[config.mk]
export PLATFORM = sky130hd
export DESIGN_NAME = sig_debounce
export DESIGN_NICKNAME = d
export VERILOG_FILES = /design/src/rtl/debounce_pkg.sv /design/src/rtl/sync2.sv /design/src/rtl/sig_debounce.sv
export SDC_FILE = /design/constraint.sdc
export NUM_CORES = 1
export LEC_CHECK = 0
export ABC_AREA = 1
export BUFFER_PORTS_ARGS = -buffer_cell sky130_fd_sc_hd__buf_2
export CORE_AREA = 2 2 39 41
export CTS_BUF_LIST = sky130_fd_sc_hd__clkbuf_8
export CTS_CLUSTER_SIZE = 25
export DETAILED_ROUTE_END_ITERATION = 12
export DIE_AREA = 0 0 41 43
export PLACE_DENSITY_LB_ADDON = 0.12
export REMOVE_ABC_BUFFERS = 1
export SYNTH_ARGS = -nofsm -noshare
export SYNTH_HDL_FRONTEND = slang
export SYNTH_SLANG_ARGS = --single-unit
[constraint.sdc]
create_clock -name clk -period 2 [get_ports clk]
set_input_delay 0.2 -clock clk [delete_from_list [all_inputs] [get_ports clk]]
set_output_delay 0.2 -clock clk [all_outputs]
set_load 0.02 [all_outputs]
[src/rtl/debounce_pkg.sv]
// Shared types and limits for the sig_debounce block.
package debounce_pkg;

  typedef enum logic [1:0] {
    IDLE_LOW  = 2'd0,
    CHK_HIGH  = 2'd1,
    IDLE_HIGH = 2'd2,
    CHK_LOW   = 2'd3
  } state_t;

  localparam int STABLE_CYCLES_MAX = 255;

endpackage

[src/rtl/sync2.sv]
// Two-flop synchronizer for an asynchronous single-bit level.
module sync2 (
  input  logic clk,
  input  logic rst,
  input  logic d,
  output logic q
);

  logic meta;

  always_ff @(posedge clk or posedge rst) begin
    if (rst) begin
      meta <= 1'b0;
      q    <= 1'b0;
    end else begin
      meta <= d;
      q    <= meta;
    end
  end

endmodule

[src/rtl/sig_debounce.sv]
// Level debouncer: accepts a din change only after STABLE_CYCLES identical samples.
// Define SIG_DEBOUNCE_SYNC_EN to insert a sync2 stage ahead of the FSM (+2 cycles latency).
//
// state     | meaning
// ----------|----------------------------------------------
// IDLE_LOW  | dout=0 accepted, waiting for a 1 sample
// CHK_HIGH  | counting consecutive 1 samples toward dout=1
// IDLE_HIGH | dout=1 accepted, waiting for a 0 sample
// CHK_LOW   | counting consecutive 0 samples toward dout=0
module sig_debounce
  import debounce_pkg::*;
#(
  parameter int STABLE_CYCLES = 4
) (
  input  logic clk,
  input  logic rst,
  input  logic din,
  output logic dout,
  output logic rise,
  output logic fall,
  output logic busy
);

  localparam int CW = $clog2(STABLE_CYCLES + 1);
  localparam logic [CW-1:0] CNT_LAST = CW'(STABLE_CYCLES - 1);
  localparam logic [CW-1:0] CNT_ONE  = CW'(1);

  logic          din_s;
  state_t        state;
  logic [CW-1:0] cnt;

`ifdef SIG_DEBOUNCE_SYNC_EN
  sync2 u_sync2 (
    .clk (clk),
    .rst (rst),
    .d   (din),
    .q   (din_s)
  );
`else
  assign din_s = din;
`endif

  always_ff @(posedge clk or posedge rst) begin
    if (rst) begin
      state <= IDLE_LOW;
      cnt   <= '0;
      dout  <= 1'b0;
      rise  <= 1'b0;
      fall  <= 1'b0;
      busy  <= 1'b0;
    end else begin
      rise <= 1'b0;
      fall <= 1'b0;
      case (state)
        IDLE_LOW: begin
          if (din_s) begin
            state <= CHK_HIGH;
            cnt   <= CNT_ONE;
            busy  <= 1'b1;
          end else begin
            cnt <= '0;
          end
        end
        CHK_HIGH: begin
          if (!din_s) begin
            state <= IDLE_LOW;
            cnt   <= '0;
            busy  <= 1'b0;
          end else if (cnt == CNT_LAST) begin
            state <= IDLE_HIGH;
            cnt   <= '0;
            dout  <= 1'b1;
            rise  <= 1'b1;
            busy  <= 1'b0;
          end else begin
            cnt <= cnt + CNT_ONE;
          end
        end
        IDLE_HIGH: begin
          if (!din_s) begin
            state <= CHK_LOW;
            cnt   <= CNT_ONE;
            busy  <= 1'b1;
          end else begin
            cnt <= '0;
          end
        end
        CHK_LOW: begin
          if (din_s) begin
            state <= IDLE_HIGH;
            cnt   <= '0;
            busy  <= 1'b0;
          end else if (cnt == CNT_LAST) begin
            state <= IDLE_LOW;
            cnt   <= '0;
            dout  <= 1'b0;
            fall  <= 1'b1;
            busy  <= 1'b0;
          end else begin
            cnt <= cnt + CNT_ONE;
          end
        end
        default: begin
          state <= IDLE_LOW;
          cnt   <= '0;
          dout  <= 1'b0;
          busy  <= 1'b0;
        end
      endcase
    end
  end

endmodule

Word level (Yosys, flattened, before mapping) --
Index checks and enable logic that the tools add are counted.
Word-level totals: memories 0, output and inout bits 4, bits in writable memories 0, bits in registers 9, memory bits (read-only) 0, bits in latches 0
Operators by class: bitwise logic cells 0, shift-type cells 0, reduce and logical (&&, ||, !) cells 5, multiplexer cells 29, equality and inequality tests 12, divide/modulo/power cells 0, add/subtract/negate cells 1, multipliers 0, $lt $le $gt $ge 0
Operators by type and width (count):
- $mux 1 | 16
- $mux 2 | 6
- $ne 2x2->1 const B | 6
- $pmux 3 s4 | 1
- $mux 3 | 3
- $pmux 2 s4 | 1
- $ne 3x3->1 const B | 2
- $reduce_and 5->1 | 1
- $eq 2x2->1 const B | 2
- $pmux 1 s4 | 1
- $reduce_and 4->1 | 1
- $add 3x1->3 const B | 1
- $eq 3x2->1 const B | 1
- $eq 2x1->1 const B | 1
- $logic_not 2->1 | 1
- $pmux 1 s2 | 1
- $reduce_and 2->1 | 1
- $reduce_bool 2->1 | 1

Depth between registers and ports, before layout --
Gate-level depths: netlist (run 1).
word-level depth 4, mapped depth 7

Least setup slack after synthesis (run 1) --
OpenSTA, ideal clock, no wires.
path kind register to register, from register cnt[0], to register dout, arrival 0.920 ns, buffers on the path 0, required time 1.882 ns, cell stages (with the launch flop) 8, path slack 0.962 ns, clock period less this slack 1.038 ns, cell sequence dfrtp_1 ha_1 inv_1 nor2_4 inv_2 nor2_4 nand3_1 nand2_1
On the way: word-level cells in the longest chain between the ends 3, elaborated cells between the ends (all ways) 4, those cells by class eq/ne (3); reduce/logical (1)
RTL lines:
- from (decl) | RTL line sig_debounce.sv:30 | logic [CW-1:0] cnt;
- from (signal assigned) | RTL line sig_debounce.sv:76 | cnt <= cnt + CNT_ONE;
- from (signal assigned) | RTL line sig_debounce.sv:100 | cnt <= cnt + CNT_ONE;
- $eq 3x2->1 * | RTL line sig_debounce.sv:69, sig_debounce.sv:93
- $ne 2x2->1 (no line)
- $reduce_and 5->1 (no line) *
- to (signal assigned) | RTL line sig_debounce.sv:72 | dout <= 1'b1;
- to (signal assigned) | RTL line sig_debounce.sv:96 | dout <= 1'b0;
- to (signal assigned) | RTL line sig_debounce.sv:106 | dout <= 1'b0;
- to (decl) | RTL line sig_debounce.sv:18 | output logic dout,
Mark *: on every way between the ends. The rest lies on a longest branch, timed or not. A chain may end at the register's enable or synchronous reset.

Worst setup path after layout (run 1) --
Ends and elaborated chain as after synthesis.

==> results of run 1 <==
[metrics by stage]
step	util [%]	setup WS, ns	cell area [µm²]	std cells
floorplan	-	0.9624	404.1	43
global placement	32.82	0.8922	454.2	65
detailed placement	32.82	0.8813	454.2	65
CTS	36.80	0.8560	509.2	70
global route	36.80	0.7502	509.2	70
finish	36.80	0.8807	509.2	70
[cell usage after synthesis]
library cell	number	area, µm²
dfrtp_1	9	225.2
ha_1	1	12.51
inv_1	7	26.28
inv_2	2	7.510
nand2_1	7	26.28
nand2_2	2	12.51
nand3_1	3	15.01
nand4_1	1	6.260
nor2_1	5	18.77
nor2_4	2	22.52
nor3b_2	1	12.51
nor4_1	1	6.260
o21ai_0	1	5.000
o21bai_1	1	7.510
[cells by family (layout without fill, tap and decap cells)]
group / after synthesis / count (layout) / share of synthesized area (%)
buffers and inverters: 9 / 20 / 8.361
DFF: 9 / 9 / 55.73
adders and majority gates: 1 / 1 / 3.095
and+or+nand+nor: 22 / 22 / 29.72
AOI/OAI and AO/OA: 2 / 2 / 3.095
[final cells by class]
cell class	count	area share (%)
repair buffers	7	7.862
clock buffers	3	8.108
inverters	9	6.634
well taps	16	3.931
flip-flops and latches	9	44.23
clock inverters	1	0.7371
multi-input cells	25	28.50
[worst max path at each step]
stage	slack, ns	to	startpoint	cells after the start
6_report	0.88	dout	cnt[0]	7
3_3_place_gp	0.89	flop	cnt[0]	7
2_1_floorplan	0.96	dout	cnt[0]	7
5_1_grt	0.75	dout	cnt[0]	7
3_5_place_dp	0.88	dout	cnt[0]	7
4_1_cts	0.86	dout	cnt[0]	7
[repair_timing]
item	4_1_cts	5_1_grt
gates resized for setup	0	0
hold buffers	1	0
endpoints found under the hold margin	9	0
[worst max-delay path, stage by stage (launching register included)]
cell and delay [ns]:
dfrtp_1 0.35, ha_1 0.14, inv_1 0.06, nor2_4 0.15, inv_2 0.07, nor2_4 0.10
nand3_1 0.09, nand2_1 0.08
[routing by layer]
layer  track usage [%]  wire length, µm  share of wire (%)
met5                 0                0                  0
met4             6.000                6               0.97
met3             3.141               21                3.4
met2             15.63              324                 52
met1             13.04              265                 43
[power by group]
group | switching, µW | leakage, µW | total (µW) | internal, µW
logic | 165 | 0.000137 | 255 | 90.4
registers | 31.3 | 0.000116 | 277 | 246
clock network | 61.9 | 0.0000269 | 195 | 133
==> metrics.cfg, run 1 <==
[yosys]
syn_avg_cell_area_um2=9.399
ys_types=14
yosysWarnings=0
ys_ff_latch=9
syn_inst=43
syn_area_um2=404.1
seq_area_frac_synth_pct=55.73

[floorplanning]
die_h_um=43
die_w_um=41
initial_core_util_pct=29.20
ioPinCount=7
dieArea_um2=1763
num_rows=14
core_area_um2=1384

[detailed_routing]
drtIter0Drc=1
routed_wl_um=618
firstDrtPassIters=3
wl_per_cell_um=8.829
antenna_left=0
viasPerCell=4.114
num_vias=288
drc=0

[job]
max_cap_viol_count=0

[grt]
grt_max_degree=10
grt_pass1_wl_um=1228
grt_pass1_vias=312
grt-ovfl-total=0
grt_use_total_pct=10.57
antenna_found_initial=0

[critical_path]
r2r_slack_ns=0.88
reg2reg_depth=7
regToRegStartpoint=cnt[0]
start_kind=flop
arrival_ns=1.28
end_kind=flop
rr_endpoint=dout
critPathMaxFanout=5
required_ns=2.16
critPathKind=reg2reg

[place]
hpwl_um=495.8
port_buffers=6
gp_congestion=0.6883

[finish]
drive_gt1_share_pct=29.63
final_common_cell=dfrtp_1
diodes=0
final_cell_mix=dfrtp_1, inv_1, nand2_1, buf_2, nor2_1
ff_latch_area_um2=225.2
syn2layout_area_growth_pct=26.01
fillerInstances=145
nNetsFinal=59
multi_input_area_um2=145.1

[hold_path]
hold_start=din
hp-class=in2reg
hold_path_depth=2
whs_endpoint=fall

[power]
power.leakage_uw=0.0002800
peakVddDrop_mv=0.4812
power.density_nw_per_um2=1427
power_uw=726.8

[timing]
rsz0062_at_grt=false
hold_viol=0
fmax_mhz=893.5
setup-tns-final_ns=0
min_period_ns=1.119
whs_ns=0.2109
finalSetupViolations=0
tightest_slew_ns=0.3369
finalMaxSlewViolations=0
finClkSkew_ns=0.002608
finalCritPeriodShare_pct=55.96
max_slew_margin_pct=77.51

[clock_network]
cts.clk_slew.worst_paths_ns=0.04
clockRootBuffer=clkbuf_8
cts_buffers=3
clk_path_buf_depth=2
post_cts_buffers=0
cts.sinks=9
cts_tree=done
htree_levels=1
clkLatencyLatePin_ns=0.22

[run_status]
status=complete, no violations

Power figures use the tool's default switching activity.
==> run 2: changes to the inputs <==
--- a/config.mk
+++ b/config.mk
@@ -5,7 +5,7 @@
 export SDC_FILE = /design/constraint.sdc
 export NUM_CORES = 1
 export LEC_CHECK = 0
-export ABC_AREA = 1
+export ABC_AREA = 0
 export BUFFER_PORTS_ARGS = -buffer_cell sky130_fd_sc_hd__buf_2
 export CORE_AREA = 2 2 39 41
 export CTS_BUF_LIST = sky130_fd_sc_hd__clkbuf_8
==> constraint.sdc (replaced) <==
create_clock -name clk -period 1.1 [get_ports clk]
set_input_delay 0.11 -clock clk [delete_from_list [all_inputs] [get_ports clk]]
set_output_delay 0.11 -clock clk [all_outputs]
set_load 0.02 [all_outputs]
==> metrics.cfg, run 2 <==
[power]
combPwrFrac_pct=37.6  ; +2.5 points
pwr-share-clk_pct=26.9  ; about the same
power.leakage_uw=0.0002630  ; -6.1%
swShare_pct=33.12  ; -2.4 points
power.density_nw_per_um2=2504  ; +75%
p_sw_uw=465.8  ; +81%
power_uw=1407  ; +94%
seqPwrFrac_pct=35.5  ; -2.6 points
peakVddDrop_mv=1.165  ; +140%
p_int_uw=940.7  ; +100%

[grt]
use_met2_pct=17.81  ; +2.2 points
grt_busiest_layer=met2
use_met1_pct=14.48  ; +1.4 points
grt_pass1_vias=299  ; -4.2%
grt_max_degree=10  ; unchanged
grt_util_met3_pct=6.283  ; +3.1 points
grt_pass1_wl_um=1386  ; +13%
grt-ovfl-total=0  ; unchanged
grt_use_total_pct=12.63  ; +2.1 points
antenna_found_initial=0  ; unchanged

[floorplanning]
die_h_um=43  ; unchanged
initial_core_util_pct=27.40  ; -1.8 points
ioPinCount=7  ; unchanged
dieArea_um2=1763  ; unchanged
die_w_um=41  ; unchanged
core_area_um2=1384  ; unchanged
num_rows=14  ; unchanged

[finish]
final_cell_mix=dfrtp_1, buf_2, buf_4, inv_1, clkbuf_8
nNetsFinal=53  ; -10%
final_common_cell=dfrtp_1
fin_cells=64  ; -8.6%
diodes=0  ; unchanged
multi_input_area_um2=175.2  ; +21%
fillerInstances=142  ; -2.1%
ff_latch_area_um2=225.2  ; unchanged
syn2layout_area_growth_pct=48.18
fin_util_pct=40.60  ; +3.8 points
drive_gt1_share_pct=52.08  ; +22 points

[clock_network]
cts_buffers=3  ; unchanged
cts.sinks=9  ; unchanged
clkLatencyLatePin_ns=0.23  ; about the same
cts.clk_slew.worst_paths_ns=0.05  ; about the same
clk_path_buf_depth=2  ; unchanged
htree_levels=1  ; unchanged
cts_tree=done
clockRootBuffer=clkbuf_8

[timing]
fmax_mhz=879.1  ; -1.6%
setup_ws_ns=-0.03754  ; -0.9183 ns
rsz0062_at_grt=true
finalSetupViolations=2  ; +2
finalCritPeriodShare_pct=103.4  ; +47 points
tightest_slew_ns=0.3486  ; +0.01170 ns
finClkSkew_ns=0.004808  ; +0.002201 ns
min_period_ns=1.138  ; +0.01828 ns
max_slew_margin_pct=76.73  ; -0.78 points
hold_viol=0  ; unchanged
finalMaxSlewViolations=0  ; unchanged

[critical_path]
arrival_ns=1.26  ; -0.02 ns
start_kind=flop
required_ns=1.22  ; -0.94 ns
critPathKind=reg2reg
crit_path_max_incr_delay_ns=0.38  ; +0.03 ns
critPathMaxFanout=2  ; -3
crit_family=flip-flops
cp_slowest_cell=dfrtp_1
path_cells=ha_2, nand3b_1, mux2_4
end_kind=flop
crit_buf_inv=0  ; -2

[yosys]
yosysMostFrequentCell=dfrtp_1
ys_async_sr_fraction_pct=100.0  ; unchanged
syn_inst=31  ; -28%
synth_top_area_share_pct=59.41  ; +3.7 points
ys_ff_latch=9  ; unchanged
yosysWarnings=0  ; unchanged
ys_types=18  ; +4
syn_avg_cell_area_um2=12.23  ; +30%
synth_top_cell_by_area=dfrtp_1
syn_area_um2=379.1  ; -6.2%
synth-main-ff-cell=dfrtp_1
synth_edf_count=0  ; unchanged
seq_area_frac_synth_pct=59.41  ; +3.7 points
synth_area_leaders=dfrtp_1, xor2_2, nor3b_1, ha_1, nand2b_1

[run_status]
status=finished with violations
failed_checks=setup timing

[job]
max_cap_viol_count=0  ; unchanged

[place]
placed_cells=59  ; -9.2%
hpwl_um=584  ; +18%
port_buffers=6  ; unchanged
gp_congestion=0.6384  ; -7.2%

[detailed_routing]
drtIter0Drc=2  ; +1
antenna_left=0  ; unchanged
firstDrtPassIters=2  ; -1
drc=0  ; unchanged
wl_per_cell_um=12.00  ; +36%
num_vias=279  ; -3.1%
routed_wl_um=768  ; +24%
viasPerCell=4.359  ; +6.0%

[hold_path]
hp-class=in2reg

==> run 2: changes by cell type after synthesis, moves of 2 or more <==
cell      delta
inv_1        -5
inv_2        -2
nand2_1      -6
nand2b_1     +2
nand3_1      -2
nor2_1       -3
nor2_4       -2
nor3b_1      +2
==> run 2: cell type report <==
| type | instances | area share [%] |
|---|---|---|
| Clock buffer | 3 | 7.350 |
| Timing Repair Buffer | 13 | 15.81 |
| Inverter | 2 | 1.336 |
| Clock inverter | 1 | 0.6682 |
| Multi-Input combinational cell | 20 | 31.18 |
| Sequential cell | 9 | 40.09 |
| Tap cell | 16 | 3.563 |
==> run 2: final timing paths <==
check,startpoint,end,slack [ns],cells after the start
max,cnt[0],flop,-0.04,3
min,din,fall,0.15,2
max reg2reg,cnt[0],flop,-0.04,3
min reg2reg,busy,busy,0.54,2
max in group asynchronous,rst,rise,0.47,3
min in group asynchronous,rst,cnt[1],0.38,3
==> run 2: stage by stage <==
step / setup WS, ns / hold slack [ns] / instance area, µm² / setup TNS (ns)
CTS: -0.01471 / 0.1416 / 539.3 / -0.03627
global placement: -0.02899 / 0.08092 / 474.2 / -0.05014
floorplan: -0.09872 / -0.06208 / 379.1 / -0.09872
detailed placement: -0.06533 / 0.09018 / 474.2 / -0.1391
global route: -0.1099 / 0.1591 / 561.8 / -0.4625
finish: -0.03754 / 0.1512 / 561.8 / -0.04528
==> run 2: timing repair <==
| item | in CTS | in global routing |
|---|---|---|
| resized for setup | 5 | 4 |
| hold buffers | 1 | 0 |
| setup buffers | 0 | 0 |
| setup endpoints to repair | 4 | 9 |
| hold endpoints to repair | 9 | 0 |
| pin swaps | 1 | 3 |
==> run 2: power groups by stage <==
stage | registers [µW] | clock network, µW | logic, µW
2_1_floorplan | 540 | 0 | 232
3_3_place_gp | 499 | 0 | 451
3_5_place_dp | 503 | 0 | 465
4_1_cts | 500 | 385 | 493
5_1_grt | 510 | 411 | 596
6_report | 499 | 378 | 529
==> run 2: cells by family (layout without fill, tap and decap cells) <==
logic type      Yosys count  in the layout  share of synthesized area [%]
flops                     9              9                          59.41
simple gates             12             12                          19.80
xor+xnor                  1              1                          4.292
fa+ha+maj                 1              1                          3.300
buf+inv                   2             19                          1.981
compound gates            5              5                          8.251
mux                       1              1                          2.970
==> run 2: layer usage <==
| metal | wire length, µm | vias up |
|---|---|---|
| met1 | 345 | 131 |
| li1 | - | 141 |
| met3 | 40 | 0 |
| met5 | 0 | - |
| met4 | 0 | 0 |
| met2 | 382 | 7 |
